File: config.mk
export PLATFORM = sky130hd
export DESIGN_NAME = axi_lite_demux
export DESIGN_NICKNAME = d
export VERILOG_FILES = /design/src/rtl/axi_lite_pkg.sv /design/src/rtl/axi_lite_addr_decode.sv /design/src/rtl/axi_lite_demux.sv
export SDC_FILE = /design/constraint.sdc
export NUM_CORES = 1
export LEC_CHECK = 0
export ABC_AREA = 1
export BUFFER_PORTS_ARGS = -buffer_cell sky130_fd_sc_hd__buf_2
export CAP_MARGIN = 10
export CORE_AREA = 3 3 656 658
export CTS_CLUSTER_SIZE = 10
export DETAILED_ROUTE_END_ITERATION = 16
export DIE_AREA = 0 0 659 661
export GPL_TIMING_DRIVEN = 0
export SYNTH_ARGS = -nofsm -noshare
export SYNTH_HDL_FRONTEND = slang
export SYNTH_SLANG_ARGS = --single-unit
File: constraint.sdc
create_clock -name aclk -period 1.7 [get_ports aclk]
set_input_delay 0.17 -clock aclk [delete_from_list [all_inputs] [get_ports aclk]]
set_output_delay 0.17 -clock aclk [all_outputs]
set_load 0.02 [all_outputs]
File: src/rtl/axi_lite_pkg.sv
// axi_lite_pkg: shared response codes and FSM state types for the AXI4-Lite demux.
//   RESP_*      : AXI response encodings as seen on bresp/rresp
//   wr_state_t  : write-path FSM states
//   rd_state_t  : read-path FSM states
package axi_lite_pkg;

    typedef logic [1:0] resp_t;

    localparam resp_t RESP_OKAY   = 2'b00;
    localparam resp_t RESP_SLVERR = 2'b10;
    localparam resp_t RESP_DECERR = 2'b11;

    typedef enum logic [2:0] {
        W_IDLE,
        W_FWD,
        W_RESP,
        W_ERRD,
        W_ERRB
    } wr_state_t;

    typedef enum logic [1:0] {
        R_IDLE,
        R_FWD,
        R_RESP,
        R_ERR
    } rd_state_t;

endpackage

File: src/rtl/axi_lite_addr_decode.sv
// axi_lite_addr_decode: combinational address-window decoder.
//   addr : address to classify
//   hit  : address falls inside at least one slave window
//   idx  : lowest-numbered matching slave (0 when no hit)
module axi_lite_addr_decode #(
    parameter int                     N  = 10,
    parameter int                     AW = 32,
    parameter logic [N-1:0][AW-1:0]   SLV_BASE = '0,
    parameter logic [N-1:0][AW-1:0]   SLV_MASK = '0,
    localparam int                    IW = (N > 1) ? $clog2(N) : 1
) (
    input  logic [AW-1:0] addr,
    output logic          hit,
    output logic [IW-1:0] idx
);

    // Scan from the top so the lowest matching index is the last one written.
    always_comb begin
        hit = 1'b0;
        idx = '0;
        for (int i = N - 1; i >= 0; i--) begin
            if ((addr & SLV_MASK[i]) == (SLV_BASE[i] & SLV_MASK[i])) begin
                hit = 1'b1;
                idx = IW'(i);
            end
        end
    end

endmodule

File: src/rtl/axi_lite_demux.sv
// axi_lite_demux: 1-master to N-slave AXI4-Lite demux with programmable base/mask windows.
//   aclk, aresetn        : clock, asynchronous active-low reset
//   m_aw*/m_w*/m_b*      : upstream master write channels
//   m_ar*/m_r*           : upstream master read channels
//   s_aw*/s_w*/s_b*      : per-slave write channels, packed [N-1:0]
//   s_ar*/s_r*           : per-slave read channels, packed [N-1:0]
// Unmapped addresses are answered with DECERR by an internal error slave.
module axi_lite_demux
    import axi_lite_pkg::*;
#(
    parameter int                     N  = 10,
    parameter int                     AW = 32,
    parameter int                     DW = 32,
    parameter logic [N-1:0][AW-1:0]   SLV_BASE = '0,
    parameter logic [N-1:0][AW-1:0]   SLV_MASK = '0
) (
    input  logic                       aclk,
    input  logic                       aresetn,
    input  logic [AW-1:0]              m_awaddr,
    input  logic [2:0]                 m_awprot,
    input  logic                       m_awvalid,
    output logic                       m_awready,
    input  logic [DW-1:0]              m_wdata,
    input  logic [DW/8-1:0]            m_wstrb,
    input  logic                       m_wvalid,
    output logic                       m_wready,
    output logic [1:0]                 m_bresp,
    output logic                       m_bvalid,
    input  logic                       m_bready,
    input  logic [AW-1:0]              m_araddr,
    input  logic [2:0]                 m_arprot,
    input  logic                       m_arvalid,
    output logic                       m_arready,
    output logic [DW-1:0]              m_rdata,
    output logic [1:0]                 m_rresp,
    output logic                       m_rvalid,
    input  logic                       m_rready,
    output logic [N-1:0][AW-1:0]       s_awaddr,
    output logic [N-1:0][2:0]          s_awprot,
    output logic [N-1:0]               s_awvalid,
    input  logic [N-1:0]               s_awready,
    output logic [N-1:0][DW-1:0]       s_wdata,
    output logic [N-1:0][DW/8-1:0]     s_wstrb,
    output logic [N-1:0]               s_wvalid,
    input  logic [N-1:0]               s_wready,
    input  logic [N-1:0][1:0]          s_bresp,
    input  logic [N-1:0]               s_bvalid,
    output logic [N-1:0]               s_bready,
    output logic [N-1:0][AW-1:0]       s_araddr,
    output logic [N-1:0][2:0]          s_arprot,
    output logic [N-1:0]               s_arvalid,
    input  logic [N-1:0]               s_arready,
    input  logic [N-1:0][DW-1:0]       s_rdata,
    input  logic [N-1:0][1:0]          s_rresp,
    input  logic [N-1:0]               s_rvalid,
    output logic [N-1:0]               s_rready
);

    localparam int IW = (N > 1) ? $clog2(N) : 1;

    wr_state_t     wr_state;
    rd_state_t     rd_state;
    logic [AW-1:0] awaddr_q, araddr_q;
    logic [2:0]    awprot_q, arprot_q;
    logic [IW-1:0] wsel, rsel;
    logic          aw_done, w_done;
    logic          awready_q, arready_q;
    logic          aw_hit, ar_hit;
    logic [IW-1:0] aw_idx, ar_idx;
    logic [N-1:0]  wsel_oh, rsel_oh;
    logic          aw_fire, w_fire, ar_fire;
    logic          w_fwd, aw_now, w_now;

    axi_lite_addr_decode #(
        .N        (N),
        .AW       (AW),
        .SLV_BASE (SLV_BASE),
        .SLV_MASK (SLV_MASK)
    ) u_aw_dec (
        .addr (m_awaddr),
        .hit  (aw_hit),
        .idx  (aw_idx)
    );

    axi_lite_addr_decode #(
        .N        (N),
        .AW       (AW),
        .SLV_BASE (SLV_BASE),
        .SLV_MASK (SLV_MASK)
    ) u_ar_dec (
        .addr (m_araddr),
        .hit  (ar_hit),
        .idx  (ar_idx)
    );

    assign aw_fire = m_awvalid & m_awready;
    assign w_fire  = m_wvalid & m_wready;
    assign ar_fire = m_arvalid & m_arready;
    assign w_fwd   = (wr_state == W_FWD);
    // AW and W complete independently; each is done if already flagged or handshaking now.
    assign aw_now  = aw_done | s_awready[wsel];
    assign w_now   = w_done | w_fire;

    // awready is registered so it reads low out of reset and high whenever idle.
    always_ff @(posedge aclk or negedge aresetn) begin
        if (!aresetn) begin
            wr_state  <= W_IDLE;
            awaddr_q  <= '0;
            awprot_q  <= '0;
            wsel      <= '0;
            aw_done   <= 1'b0;
            w_done    <= 1'b0;
            awready_q <= 1'b0;
        end else begin
            case (wr_state)
                W_IDLE: begin
                    if (aw_fire) begin
                        awaddr_q  <= m_awaddr;
                        awprot_q  <= m_awprot;
                        wsel      <= aw_idx;
                        aw_done   <= 1'b0;
                        w_done    <= 1'b0;
                        awready_q <= 1'b0;
                        wr_state  <= aw_hit ? W_FWD : W_ERRD;
                    end else begin
                        awready_q <= 1'b1;
                    end
                end
                W_FWD: begin
                    aw_done <= aw_now;
                    w_done  <= w_now;
                    if (aw_now && w_now)
                        wr_state <= W_RESP;
                end
                W_RESP: begin
                    if (m_bvalid && m_bready) begin
                        wr_state  <= W_IDLE;
                        awready_q <= 1'b1;
                    end
                end
                W_ERRD: begin
                    if (w_fire)
                        wr_state <= W_ERRB;
                end
                W_ERRB: begin
                    if (m_bready) begin
                        wr_state  <= W_IDLE;
                        awready_q <= 1'b1;
                    end
                end
                default: wr_state <= W_IDLE;
            endcase
        end
    end

    always_ff @(posedge aclk or negedge aresetn) begin
        if (!aresetn) begin
            rd_state  <= R_IDLE;
            araddr_q  <= '0;
            arprot_q  <= '0;
            rsel      <= '0;
            arready_q <= 1'b0;
        end else begin
            case (rd_state)
                R_IDLE: begin
                    if (ar_fire) begin
                        araddr_q  <= m_araddr;
                        arprot_q  <= m_arprot;
                        rsel      <= ar_idx;
                        arready_q <= 1'b0;
                        rd_state  <= ar_hit ? R_FWD : R_ERR;
                    end else begin
                        arready_q <= 1'b1;
                    end
                end
                R_FWD: begin
                    if (s_arready[rsel])
                        rd_state <= R_RESP;
                end
                R_RESP: begin
                    if (m_rvalid && m_rready) begin
                        rd_state  <= R_IDLE;
                        arready_q <= 1'b1;
                    end
                end
                R_ERR: begin
                    if (m_rready) begin
                        rd_state  <= R_IDLE;
                        arready_q <= 1'b1;
                    end
                end
                default: rd_state <= R_IDLE;
            endcase
        end
    end

    assign wsel_oh = N'(1) << wsel;
    assign rsel_oh = N'(1) << rsel;

    // Address/prot are broadcast from the latches; only the selected slave ever sees a valid.
    assign s_awaddr  = {N{awaddr_q}};
    assign s_awprot  = {N{awprot_q}};
    assign s_araddr  = {N{araddr_q}};
    assign s_arprot  = {N{arprot_q}};
    assign s_wdata   = {N{m_wdata}};
    assign s_wstrb   = {N{m_wstrb}};
    assign s_awvalid = {N{w_fwd && !aw_done}} & wsel_oh;
    assign s_wvalid  = {N{w_fwd && !w_done && m_wvalid}} & wsel_oh;
    assign s_bready  = {N{(wr_state == W_RESP) && m_bready}} & wsel_oh;
    assign s_arvalid = {N{rd_state == R_FWD}} & rsel_oh;
    assign s_rready  = {N{(rd_state == R_RESP) && m_rready}} & rsel_oh;

    assign m_awready = awready_q;
    assign m_arready = arready_q;
    assign m_wready  = (w_fwd && !w_done) ? s_wready[wsel] : (wr_state == W_ERRD);
    assign m_bvalid  = (wr_state == W_RESP) ? s_bvalid[wsel] : (wr_state == W_ERRB);
    assign m_bresp   = (wr_state == W_RESP) ? s_bresp[wsel] :
                       (wr_state == W_ERRB) ? RESP_DECERR : RESP_OKAY;
    assign m_rvalid  = (rd_state == R_RESP) ? s_rvalid[rsel] : (rd_state == R_ERR);
    assign m_rdata   = (rd_state == R_RESP) ? s_rdata[rsel] : '0;
    assign m_rresp   = (rd_state == R_RESP) ? s_rresp[rsel] :
                       (rd_state == R_ERR)  ? RESP_DECERR : RESP_OKAY;

endmodule

==> impl_metrics.yaml <==
synth:
  yosysTopAreaCell: "buf_4"
  async_reset_ff_share_pct: 100
  synth_top_area_share_pct: 69.1
  synth.cell_area_mm2: 0.0113
  synth_most_common_cell: "buf_4"
  synth.yosys.seq_area_share_pct: 17.5
  synthCells: 1493
  synthFlopType: "dfrtp_1"
  ys_types: 25
  synth_enable_flop_cells: 0
  synthTopCellsByArea: "buf_4, dfrtp_1, nand2_1"
  yosysWarnings: 0
  synth_commonest_cells: "buf_4, nand2_1, dfrtp_1, nor2_1, inv_1"
  ys_seq_elements: 79
  synth_area_per_cell_um2: 7.56
floorplan:
  core_area_mm2: 0.424
  die_area_mm2: 0.436
  row_count: 239
  die_w_um: 659
  pin_count: 1674
  start_util_pct: 2.66
  dieHeight_um: 661
critical_path:
  cp.arrival_ns: 1.63
  crit_buf_inv: 2
  path_delay_family: "flip-flops"
  path_class: "flip-flop to output pin"
  crit_path_frequent_cell: "nor3_4"
  end_kind: "output pin"
  cp.required_ns: 1.53
  path_cells: "nor3_4, clkinv_4, nor3_4, buf_6"
  cp-start-kind: "flip-flop"
  path_max_fanout: 3
  slowest_stage: "dfrtp_2"
  max_stage_delay_ns: 0.46
cells_and_area:
  drive_gt1_share_pct: 86.9
  nets: 3468
  syn_to_final_growth_pct: 158
timing:
  slew_violations: 0
  grt_setup_unrepaired: "true"
  fin_ws_ns: -0.0961
  fin_skew_ns: 0.0285
  setup_viol: 56
  fin_crit_sh_pct: 106
  worstMarginPinSlew_ns: 0.658
  fin_crit_ns: 1.80
  tns_ns: -2.07
  slew_headroom_pct: 56.1
  fmax_mhz: 557
  finalHoldViolCount: 0
clocking:
  clkSlewWorstSetupHoldPaths_ns: 0.08
  cts_buffers: 9
  htree_levels: 3
  cts_root_buf: "clkbuf_16"
  worstSkewPairLatency_ns: 0.45
  clkSinkCount: 79
  cts_tree: "built"
  cts_buffer_depth: 2
detailed_routing:
  ant_nets: 0
  vias: 13300
  route.detailed.drc: 0
  wl_per_cell_um: 15.1
  drt_wl_total_mm: 130
  first_pass_iters: 4
  first_iter_violations: 469
  vias_per_cell: 1.54
global_route:
  grt.busiest_layer: "met2"
  grt_pass1_vias: 11900
  met2_usage_pct: 10.8
  antenna_found_initial: 81
  grt_max_degree: 44
  grt_use_met1_pct: 5.74
  overflow: 0
  grtUsageTotal_pct: 5.59
  grt_use_met3_pct: 1.82
  grt_first_pass_wirelength_mm: 149
power:
  peakVddDrop_v: 0.000877
  p_leak_nw: 14.2
  finalPower_mw: 52.1
  p_per_area_mw_per_mm2: 1790
placement:
  io_buffers: 1223
  dp_hpwl_mm: 104
  gp_congestion: 0.702
run:
  drv_cap: 0
min_path:
  hold_class: "input pin to flip-flop"
run_status:
  outcome: "complete, but fails checks"
  violations: "setup timing"
-- placed cells by master, fill, tap and decap left out, types with 2 or more instances in the layout --
cell type and count:
buf_4 1051, nor2_1 9, dlygate4sd3_1 72, nand2_1 173, buf_8 11, nand2_2 42
a21oi_2 2, buf_2 1117, dfrtp_1 30, nand3_2 2, inv_8 3, dfrtp_4 26
o21ai_0 2, a21oi_1 5, conb_1 45, nand2_4 19, nand3_1 3, nor2_2 5
diode_2 26, inv_2 9, buf_16 20, inv_1 42, clkbuf_16 13, o21ai_1 2
nor3_4 2, buf_12 46, clkinv_16 2, dfrtp_2 23, buf_6 125, nor2_4 36
clkinv_4 3
-- tightest hold or removal path: stages --
cell and delay, ns:
buf_2 0.10, nand2_1 0.06, nand2_1 0.07, inv_1 0.06, nor2_1 0.03
-- per-layer routing --
layer,wire (um),share of wire (%)
met1,45900,35
met2,70900,54
met3,10500,8.1
met4,2740,2.1
met5,198,0.15
-- worst paths after layout --
check | startpoint | endpoint | slack (ns) | depth (start not counted)
worst max-delay path | wr_state[1] | s_wvalid[0] | -0.1 | 4
worst max register to register | wr_state[1] | awaddr_q[2] | -0.08 | 9
max in group asynchronous | aresetn | awaddr_q[1] | 0.66 | 3
worst min-delay path | m_wvalid | w_done | 0.10 | 5
worst min register to register | aw_done | aw_done | 0.56 | 2
min in group asynchronous | aresetn | awaddr_q[11] | 0.23 | 2
-- area by class of cell --
| class | count | area [um^2] |
|---|---|---|
| tap | 5663 | 7090 |
| clock inverter | 7 | 80.1 |
| antenna | 26 | 65.1 |
| multi-input combinational | 352 | 1950 |
| sequential | 79 | 2100 |
| fill | 49900 | 395000 |
| timing repair buffer | 1404 | 9250 |
| inverter | 55 | 272 |
| clock buffer | 9 | 225 |
| buffer | 1043 | 8100 |
| timing repair inverter | 1 | 11.3 |
-- where the power goes --
part / leakage, nW / total [mW] / internal [mW] / switching (mW)
clock: 0.148 / 2.61 / 1.17 / 1.44
sequential: 0.921 / 5.66 / 2.97 / 2.69
combinational: 13.2 / 43.8 / 20.1 / 23.7
-- repair_timing --
action,4_1_cts,5_1_grt
pin swaps,7,35
hold buffers,72,0
gates resized for setup,407,150
hold endpoints to repair,113,0
cloned,7,5
endpoints found under the setup margin,477,148
buffers inserted,82,11
-- registers in the layout, summed over array words and instances (netlist names) --
signal and flops:
rd_state 2, m_awready 1, wr_state 3, awaddr_q 32
w_done 1, m_arready 1, araddr_q 32, aw_done 1
arprot_q 3, awprot_q 3
-- kinds of logic (layout without fill, tap and decap cells) --
group | count (synthesis) | after routing | share of synthesized area, %
AND/OR/NAND/NOR | 294 | 294 | 10.2
flip-flops | 79 | 79 | 17.5
AO/OA/AOI/OAI | 13 | 13 | 0.654
other | 1 | 71 | 0.0332
buffers and inverters | 1106 | 2519 | 71.6
-- per-stage QoR --
step                      utilization (%)  cells  hold slack [ns]  area (um^2)  setup slack [ns]
after floorplan                         -   1537           -0.126        11400             0.313
after global placement               5.81   8423            0.365        24700             -1.35
after detailed placement             5.87   8432            0.162        24900             -1.10
after CTS                            6.71   8604           0.0234        28500            -0.186
after global routing                 6.86   8619           0.0871        29100            -0.229
final                                6.87   8639            0.104        29100           -0.0961
No activity file was read; power rests on OpenSTA's default activity.
